===== config.mk =====
export PLATFORM = sky130hd
export DESIGN_NAME = spi_pwm_bank
export DESIGN_NICKNAME = d
export VERILOG_FILES = /design/src/rtl/spi_pwm_bank.sv
export SDC_FILE = /design/constraint.sdc
export NUM_CORES = 1
export LEC_CHECK = 0
export CORE_MARGIN = 4
export CORE_UTILIZATION = 60
export CTS_BUF_LIST = sky130_fd_sc_hd__clkbuf_4
export DETAILED_ROUTE_END_ITERATION = 6
export GPL_TIMING_DRIVEN = 0
export PLACE_DENSITY = 0.77
export SETUP_SLACK_MARGIN = 0.02
export SYNTH_ARGS = -nofsm -noshare
export SYNTH_HDL_FRONTEND = slang
export SYNTH_SLANG_ARGS = --single-unit

===== constraint.sdc =====
create_clock -name sysclk -period 8.52 [get_ports sysclk]
set_clock_uncertainty 0.1 [all_clocks]
set_input_delay 1.704 -clock sysclk [delete_from_list [all_inputs] [get_ports sysclk]]
set_output_delay 1.704 -clock sysclk [all_outputs]
set_load 0.02 [all_outputs]

===== src/rtl/spi_pwm_bank.sv =====
// spi_pwm_bank: turns an addressed SPI write burst into CHANNELS PWM outputs.
// Each frame stages its bytes into shadow registers, and the shadows are
// copied to the live registers in one step when the frame ends. Duty changes
// only take effect at period boundaries, so an output never changes duty in
// the middle of a period. Duty can optionally fade linearly toward its target.
module spi_pwm_bank #(
  parameter int CHANNELS = 3,
  parameter int WIDTH    = 8,
  parameter int PRESCALE = 4
) (
  input  logic                sysclk,
  input  logic                rst_n,
  input  logic [7:0]          spi_dout,
  input  logic                spi_drdy,
  input  logic                spi_cs_falling,
  input  logic                spi_cs_rising,
  output logic [CHANNELS-1:0] pwm_out,
  output logic                frame_err
);

  localparam int              PW         = (PRESCALE > 1) ? $clog2(PRESCALE) : 1;
  localparam logic [PW-1:0]   PRESC_LAST = PW'(PRESCALE - 1);
  localparam logic [7:0]      CTRL_ADDR  = 8'(CHANNELS);
  localparam logic [7:0]      DIV_ADDR   = 8'(CHANNELS + 1);
  localparam logic [WIDTH-1:0] DUTY_MAX  = '1;

  // Frame decode: idle, waiting for the address byte, or receiving data bytes.
  typedef enum logic [1:0] {
    FR_IDLE,
    FR_ADDR,
    FR_DATA
  } frame_state_t;

  // Frame decode state
  frame_state_t frame_q, frame_d;
  logic [7:0]   ptr_q, ptr_d;
  logic         dirty_q, dirty_d;
  logic         perr_q, perr_d;

  // Shadow registers, written byte by byte during a frame
  logic [CHANNELS-1:0][WIDTH-1:0] sh_duty_q, sh_duty_d;
  logic [1:0]                     sh_ctrl_q, sh_ctrl_d;
  logic [7:0]                     sh_div_q, sh_div_d;

  // Live registers, updated together at commit
  logic [CHANNELS-1:0][WIDTH-1:0] target_q, target_d;
  logic                           enable_q, enable_d;
  logic                           fade_en_q, fade_en_d;
  logic [7:0]                     fade_div_q, fade_div_d;
  logic                           frame_err_q, frame_err_d;

  // PWM timebase and per-channel current duty
  logic [PW-1:0]                  presc_q, presc_d;
  logic [WIDTH-1:0]               cnt_q, cnt_d;
  logic [7:0]                     fade_cnt_q, fade_cnt_d;
  logic [CHANNELS-1:0][WIDTH-1:0] cur_q, cur_d;
  logic [CHANNELS-1:0]            pwm_q, pwm_d;

  logic       commit;
  logic       tick;
  logic       boundary;
  logic [7:0] fade_next;

  // Decode the byte stream into shadow writes and detect a committing frame end.
  // NOTE: every signal assigned in an always_comb gets a default first so no latch is inferred.
  always_comb begin
    frame_d   = frame_q;
    ptr_d     = ptr_q;
    dirty_d   = dirty_q;
    perr_d    = perr_q;
    sh_duty_d = sh_duty_q;
    sh_ctrl_d = sh_ctrl_q;
    sh_div_d  = sh_div_q;
    commit    = 1'b0;

    if (spi_cs_falling) begin
      // A new frame start also restarts a frame already in progress; shadows stay.
      frame_d = FR_ADDR;
      dirty_d = 1'b0;
      perr_d  = 1'b0;
    end else if (frame_q != FR_IDLE) begin
      if (spi_drdy) begin
        if (frame_q == FR_ADDR) begin
          ptr_d   = spi_dout;
          frame_d = FR_DATA;
        end else begin
          dirty_d = 1'b1;
          ptr_d   = ptr_q + 8'd1;
          if (ptr_q == CTRL_ADDR) begin
            sh_ctrl_d = spi_dout[1:0];
          end else if (ptr_q == DIV_ADDR) begin
            sh_div_d = spi_dout;
          end else if (ptr_q < CTRL_ADDR) begin
            for (int i = 0; i < CHANNELS; i++) begin
              if (ptr_q == 8'(i)) sh_duty_d[i] = spi_dout[WIDTH-1:0];
            end
          end else begin
            perr_d = 1'b1;
          end
        end
      end
      // A byte arriving together with the frame end is already in the *_d values.
      if (spi_cs_rising) begin
        frame_d = FR_IDLE;
        commit  = dirty_d;
      end
    end
  end

  // Copy all shadows to the live registers in the same cycle when a frame commits.
  always_comb begin
    target_d    = target_q;
    enable_d    = enable_q;
    fade_en_d   = fade_en_q;
    fade_div_d  = fade_div_q;
    frame_err_d = frame_err_q;
    if (commit) begin
      target_d    = sh_duty_d;
      enable_d    = sh_ctrl_d[0];
      fade_en_d   = sh_ctrl_d[1];
      fade_div_d  = sh_div_d;
      frame_err_d = perr_d;
    end
  end

  // Advance the timebase, update current duty at period boundaries, and form the outputs.
  always_comb begin
    tick      = (presc_q == PRESC_LAST);
    presc_d   = tick ? '0 : presc_q + PW'(1);
    cnt_d     = tick ? cnt_q + WIDTH'(1) : cnt_q;
    boundary  = tick && (cnt_q == DUTY_MAX);
    fade_next = fade_cnt_q + 8'd1;
    cur_d     = cur_q;
    fade_cnt_d = fade_cnt_q;

    if (boundary) begin
      if (!fade_en_q || (fade_div_q == 8'd0)) begin
        cur_d      = target_q;
        fade_cnt_d = 8'd0;
      end else if (fade_next == fade_div_q) begin
        fade_cnt_d = 8'd0;
        for (int i = 0; i < CHANNELS; i++) begin
          if (cur_q[i] < target_q[i]) begin
            cur_d[i] = cur_q[i] + WIDTH'(1);
          end else if (cur_q[i] > target_q[i]) begin
            cur_d[i] = cur_q[i] - WIDTH'(1);
          end
        end
      end else begin
        fade_cnt_d = fade_next;
      end
    end

    // All-zero and all-ones duties are forced so they never produce a one-cycle glitch.
    for (int i = 0; i < CHANNELS; i++) begin
      if (!enable_q || (cur_q[i] == '0)) begin
        pwm_d[i] = 1'b0;
      end else if (cur_q[i] == DUTY_MAX) begin
        pwm_d[i] = 1'b1;
      end else begin
        pwm_d[i] = (cnt_q < cur_q[i]);
      end
    end
  end

  // State registers; the shadows are a handful of flops and take the reset like the rest.
  // NOTE: sequential state uses non-blocking assignments so every flop samples pre-edge values.
  always_ff @(posedge sysclk or negedge rst_n) begin
    if (!rst_n) begin
      frame_q     <= FR_IDLE;
      ptr_q       <= 8'd0;
      dirty_q     <= 1'b0;
      perr_q      <= 1'b0;
      sh_duty_q   <= '0;
      sh_ctrl_q   <= 2'd0;
      sh_div_q    <= 8'd0;
      target_q    <= '0;
      enable_q    <= 1'b0;
      fade_en_q   <= 1'b0;
      fade_div_q  <= 8'd0;
      frame_err_q <= 1'b0;
      presc_q     <= '0;
      cnt_q       <= '0;
      fade_cnt_q  <= 8'd0;
      cur_q       <= '0;
      pwm_q       <= '0;
    end else begin
      frame_q     <= frame_d;
      ptr_q       <= ptr_d;
      dirty_q     <= dirty_d;
      perr_q      <= perr_d;
      sh_duty_q   <= sh_duty_d;
      sh_ctrl_q   <= sh_ctrl_d;
      sh_div_q    <= sh_div_d;
      target_q    <= target_d;
      enable_q    <= enable_d;
      fade_en_q   <= fade_en_d;
      fade_div_q  <= fade_div_d;
      frame_err_q <= frame_err_d;
      presc_q     <= presc_d;
      cnt_q       <= cnt_d;
      fade_cnt_q  <= fade_cnt_d;
      cur_q       <= cur_d;
      pwm_q       <= pwm_d;
    end
  end

  assign pwm_out   = pwm_q;
  assign frame_err = frame_err_q;

endmodule


==> run_results.csv <==
group,metric,value,unit
status,status,"finished clean",
sta,hold_viol_final,0,
cells_and_area,drive_above_1_share,0.125,
clocking,cts_hold_buf,0,
power_and_ir_drop,finalPower,1.34,mW
synth,yosysMostFrequentCell,"dfrtp_1",
hold_path,hold_class,"register to register",
global_routing,grt_pass1_wl,30000,microns
worst_setup_path,critPathArrivalTime,4.90,ns
synth,synthFlopType,"dfrtp_1",
floorplan,core_area,0.0122,sq mm
floorplan,rows,40,
sta,fmax,221,MHz
clocking,path_clk_slew,0.11,ns
worst_setup_path,r2r_setup_slack,4.00,ns
sta,min_period,4.52,ns
hold_path,hold_start,"presc_q[0]",
global_routing,antenna_found_initial,1,
cells_and_area,nets,892,
worst_setup_path,r2r_cells,12,
sta,timing.hold.ws,0.330,ns
sta,finalSetupViolCount,0,
drt,routedWlPerCell,18.4,microns
hold_path,min_path_cells,1,
global_routing,grt_pass1_vias,6154,
synth,synth_edf_count,0,
sta,rsz0062_at_grt,"false",
clocking,cts-buffers-inserted,17,
drt,detail-route-antenna-nets,0,
worst_setup_path,crit_chain,"ha_1, a211oi_1, o21ai_0, o41a_1, ha_1, and3_1, a2111oi_0, o21bai_1, a21oi_1, mux2_2, a211o_1, a22oi_1",
power_and_ir_drop,leakage,3.86,nW
floorplan,fp.dieH,120,microns
global_routing,use_met3,0.0561,
worst_setup_path,r2r_start,"cur_q[19]",
clocking,clkSinkCount,126,
floorplan,ioPinCount,17,
synth,yosysWarnings,0,
synth,async_reset_ff_frac,1.00,
worst_setup_path,cp_slowest_cell,"a2111oi_0",
drt,drc,0,
synth,ys_seq_area_frac,0.417,
global_routing,grt.overflow.total,0,
global_routing,grt_use_met1,0.337,
synth,netlist.area_leader.share,0.417,
worst_setup_path,critPathKind,"register to register",
drt,first_iter_violations,627,
synth,syn_inst,770,
sta,tns,0,ns
drt,viasPerCell,6.08,
drt,first_pass_iters,6,
synth,synth_top_area_cell,"dfrtp_1",
worst_setup_path,critPathTopFamily,"compound AO/OA/AOI/OAI gates",
sta,worstMarginPinSlew,1.18,ns
clocking,postCtsSetupBuffers,0,
cells_and_area,fillers,983,
job,drv_cap,0,
worst_setup_path,startpoint_type,"register",
synth,avgSynthCellArea,9.82,sq um
cells_and_area,area_delta_synth_final,9.23,%
synth,ys_ff_latch,126,
synth,synth_nets,857,
floorplan,start_util,0.622,
clocking,cts_resized,0,
floorplan,die-area,0.0145,sq mm
hold_path,worstHoldEndpoint,"presc_q[0]",
synth,synth_common_cells,"126 x dfrtp_1, 72 x nand2_1, 71 x ha_1, 71 x o21ai_0, 63 x inv_1",
placed_design,numPortBuffers,15,
sta,min_period_over_period,0.531,
worst_setup_path,worstPathRequired,8.89,ns
drt,routed_wl,18100,microns
power_and_ir_drop,p_per_area,163,mW/mm^2
global_routing,grt_max_degree,85,
floorplan,die_x,120,microns
synth,syn-cell-area,0.00756,sq mm
global_routing,grt.met2_usage,0.438,
worst_setup_path,regToRegEndpoint,"cur_q[23]",
worst_setup_path,cp_common_cell,"ha_1",
worst_setup_path,worst-path-buf-inv,0,
worst_setup_path,critical-path-max-stage-delay,0.80,ns
clocking,h-tree-depth,4,
clocking,cts_tree,"built",
sta,drv_slew,0,
global_routing,grt-busiest-layer,"met2",
global_routing,track_usage,0.264,
clocking,clk_latency,0.56,ns
worst_setup_path,crit_fanout,12,
placed_design,placed_cells,954,
clocking,cts_max_path_buffers,2,
clocking,cts-root-buf,"clkbuf_4",
drt,vias,5993,
sta,timing.slew.headroom,0.215,
power_and_ir_drop,vdd_ir_drop_max,0.0000790,V
synth,yosysUniqueCellTypes,56,
worst_setup_path,crit_path_end_kind,"register",
synth,synth_area_leaders,"dfrtp_1 42%, ha_1 12%, mux2_2 8.8%",
cells_and_area,instances_no_fill,986,
placed_design,place_congestion,0.952,
placed_design,hpwl,13300,microns
## area by class of cell
type	instances	area [sq um]	share of cell area
diodes	1	2.50	0.000303
well taps	168	210	0.0254
repair buffers	16	179	0.0217
inverters	63	236	0.0286
clock buffers	19	143	0.0173
multi-input cells	555	4070	0.493
plain buffers	26	103	0.0124
flip-flops and latches	126	3150	0.382
clock inverters	12	164	0.0198
## power by group
group / leakage (nW) / internal (mW) / switching [mW]
Combinational: 2.03 / 0.0856 / 0.148
Clock: 0.152 / 0.211 / 0.236
Sequential: 1.68 / 0.637 / 0.0273
## cell usage in the layout, fill, tap and decap left out, drive strengths merged, types with 5 or more instances in the layout
| cell type | netlist | layout |
|---|---|---|
| a211o | 5 | 5 |
| a21o | 10 | 10 |
| a21oi | 43 | 43 |
| clkbuf | 24 | 43 |
| clkdlybuf4s50 | 0 | 14 |
| dfrtp | 126 | 126 |
| ha | 71 | 71 |
| inv | 63 | 65 |
| mux2 | 59 | 59 |
| mux2i | 10 | 10 |
| nand2 | 72 | 72 |
| nand2b | 8 | 8 |
| nand3 | 19 | 19 |
| nand4 | 22 | 22 |
| nor2 | 42 | 42 |
| nor2b | 7 | 7 |
| nor3 | 13 | 13 |
| nor3b | 5 | 5 |
| o21ai | 71 | 71 |
| o22ai | 7 | 7 |
| xnor2 | 20 | 20 |
| xor2 | 11 | 11 |
## flip-flops by register name, indices dropped and copies added, names as in the netlist
register and flops:
sh_div_q 8, frame_err 1, cnt_q 8, target_q 24, perr_q 1, cur_q 24
frame_q 2, fade_cnt_q 8, enable_q 1, fade_div_q 8, fade_en_q 1, presc_q 2
ptr_q 8, sh_ctrl_q 2, sh_duty_q 24, pwm_out 3, dirty_q 1
## per-layer routing
layer / vias up / wire (microns)
li1: 2814 / -
met2: 194 / 8900
met1: 2939 / 7770
met4: 0 / 464
met3: 46 / 972
met5: - / 0
## worst max-delay path by stage
| stage | startpoint | end | depth (start not counted) |
|---|---|---|---|
| after floorplan | cur_q[19] | cur_q[23] | 12 |
| after global placement | rst_n | cnt_q[7] | 1 |
| after detailed placement | cur_q[19] | cur_q[23] | 12 |
| after CTS | cur_q[19] | cur_q[23] | 12 |
| after global routing | cur_q[19] | cur_q[23] | 12 |
| final | cur_q[19] | cur_q[23] | 12 |
## worst reg2reg max path, delay by kind of cell (launching register included)
kind / cells / cell delay (ns)
adders and majority gates: 2 / 0.77
AOI/OAI and AO/OA: 8 / 2.56
and+or+nand+nor: 1 / 0.18
DFF: 1 / 0.47
muxes: 1 / 0.37
## cells by family after synthesis
group                    count (synthesis)  share of synthesized area
AND/OR/NAND/NOR                        203                      0.131
AO/OA/AOI/OAI                          178                      0.145
flip-flops                             126                      0.417
buffers and inverters                   89                     0.0448
adder cells (fa/ha/maj)                 74                      0.125
multiplexers                            69                      0.101
XOR/XNOR                                31                     0.0359
## per-stage QoR
step / cell area, sq um / setup slack, ns / utilization
after floorplan: 7560 / 4.68 / -
after global placement: 7920 / 0.792 / 0.652
after detailed placement: 7950 / 4.11 / 0.654
after CTS: 8260 / 4.06 / 0.679
after global routing: 8260 / 3.70 / 0.679
final: 8260 / 4.00 / 0.679
Note: power is estimated with default switching activity, not from simulation.
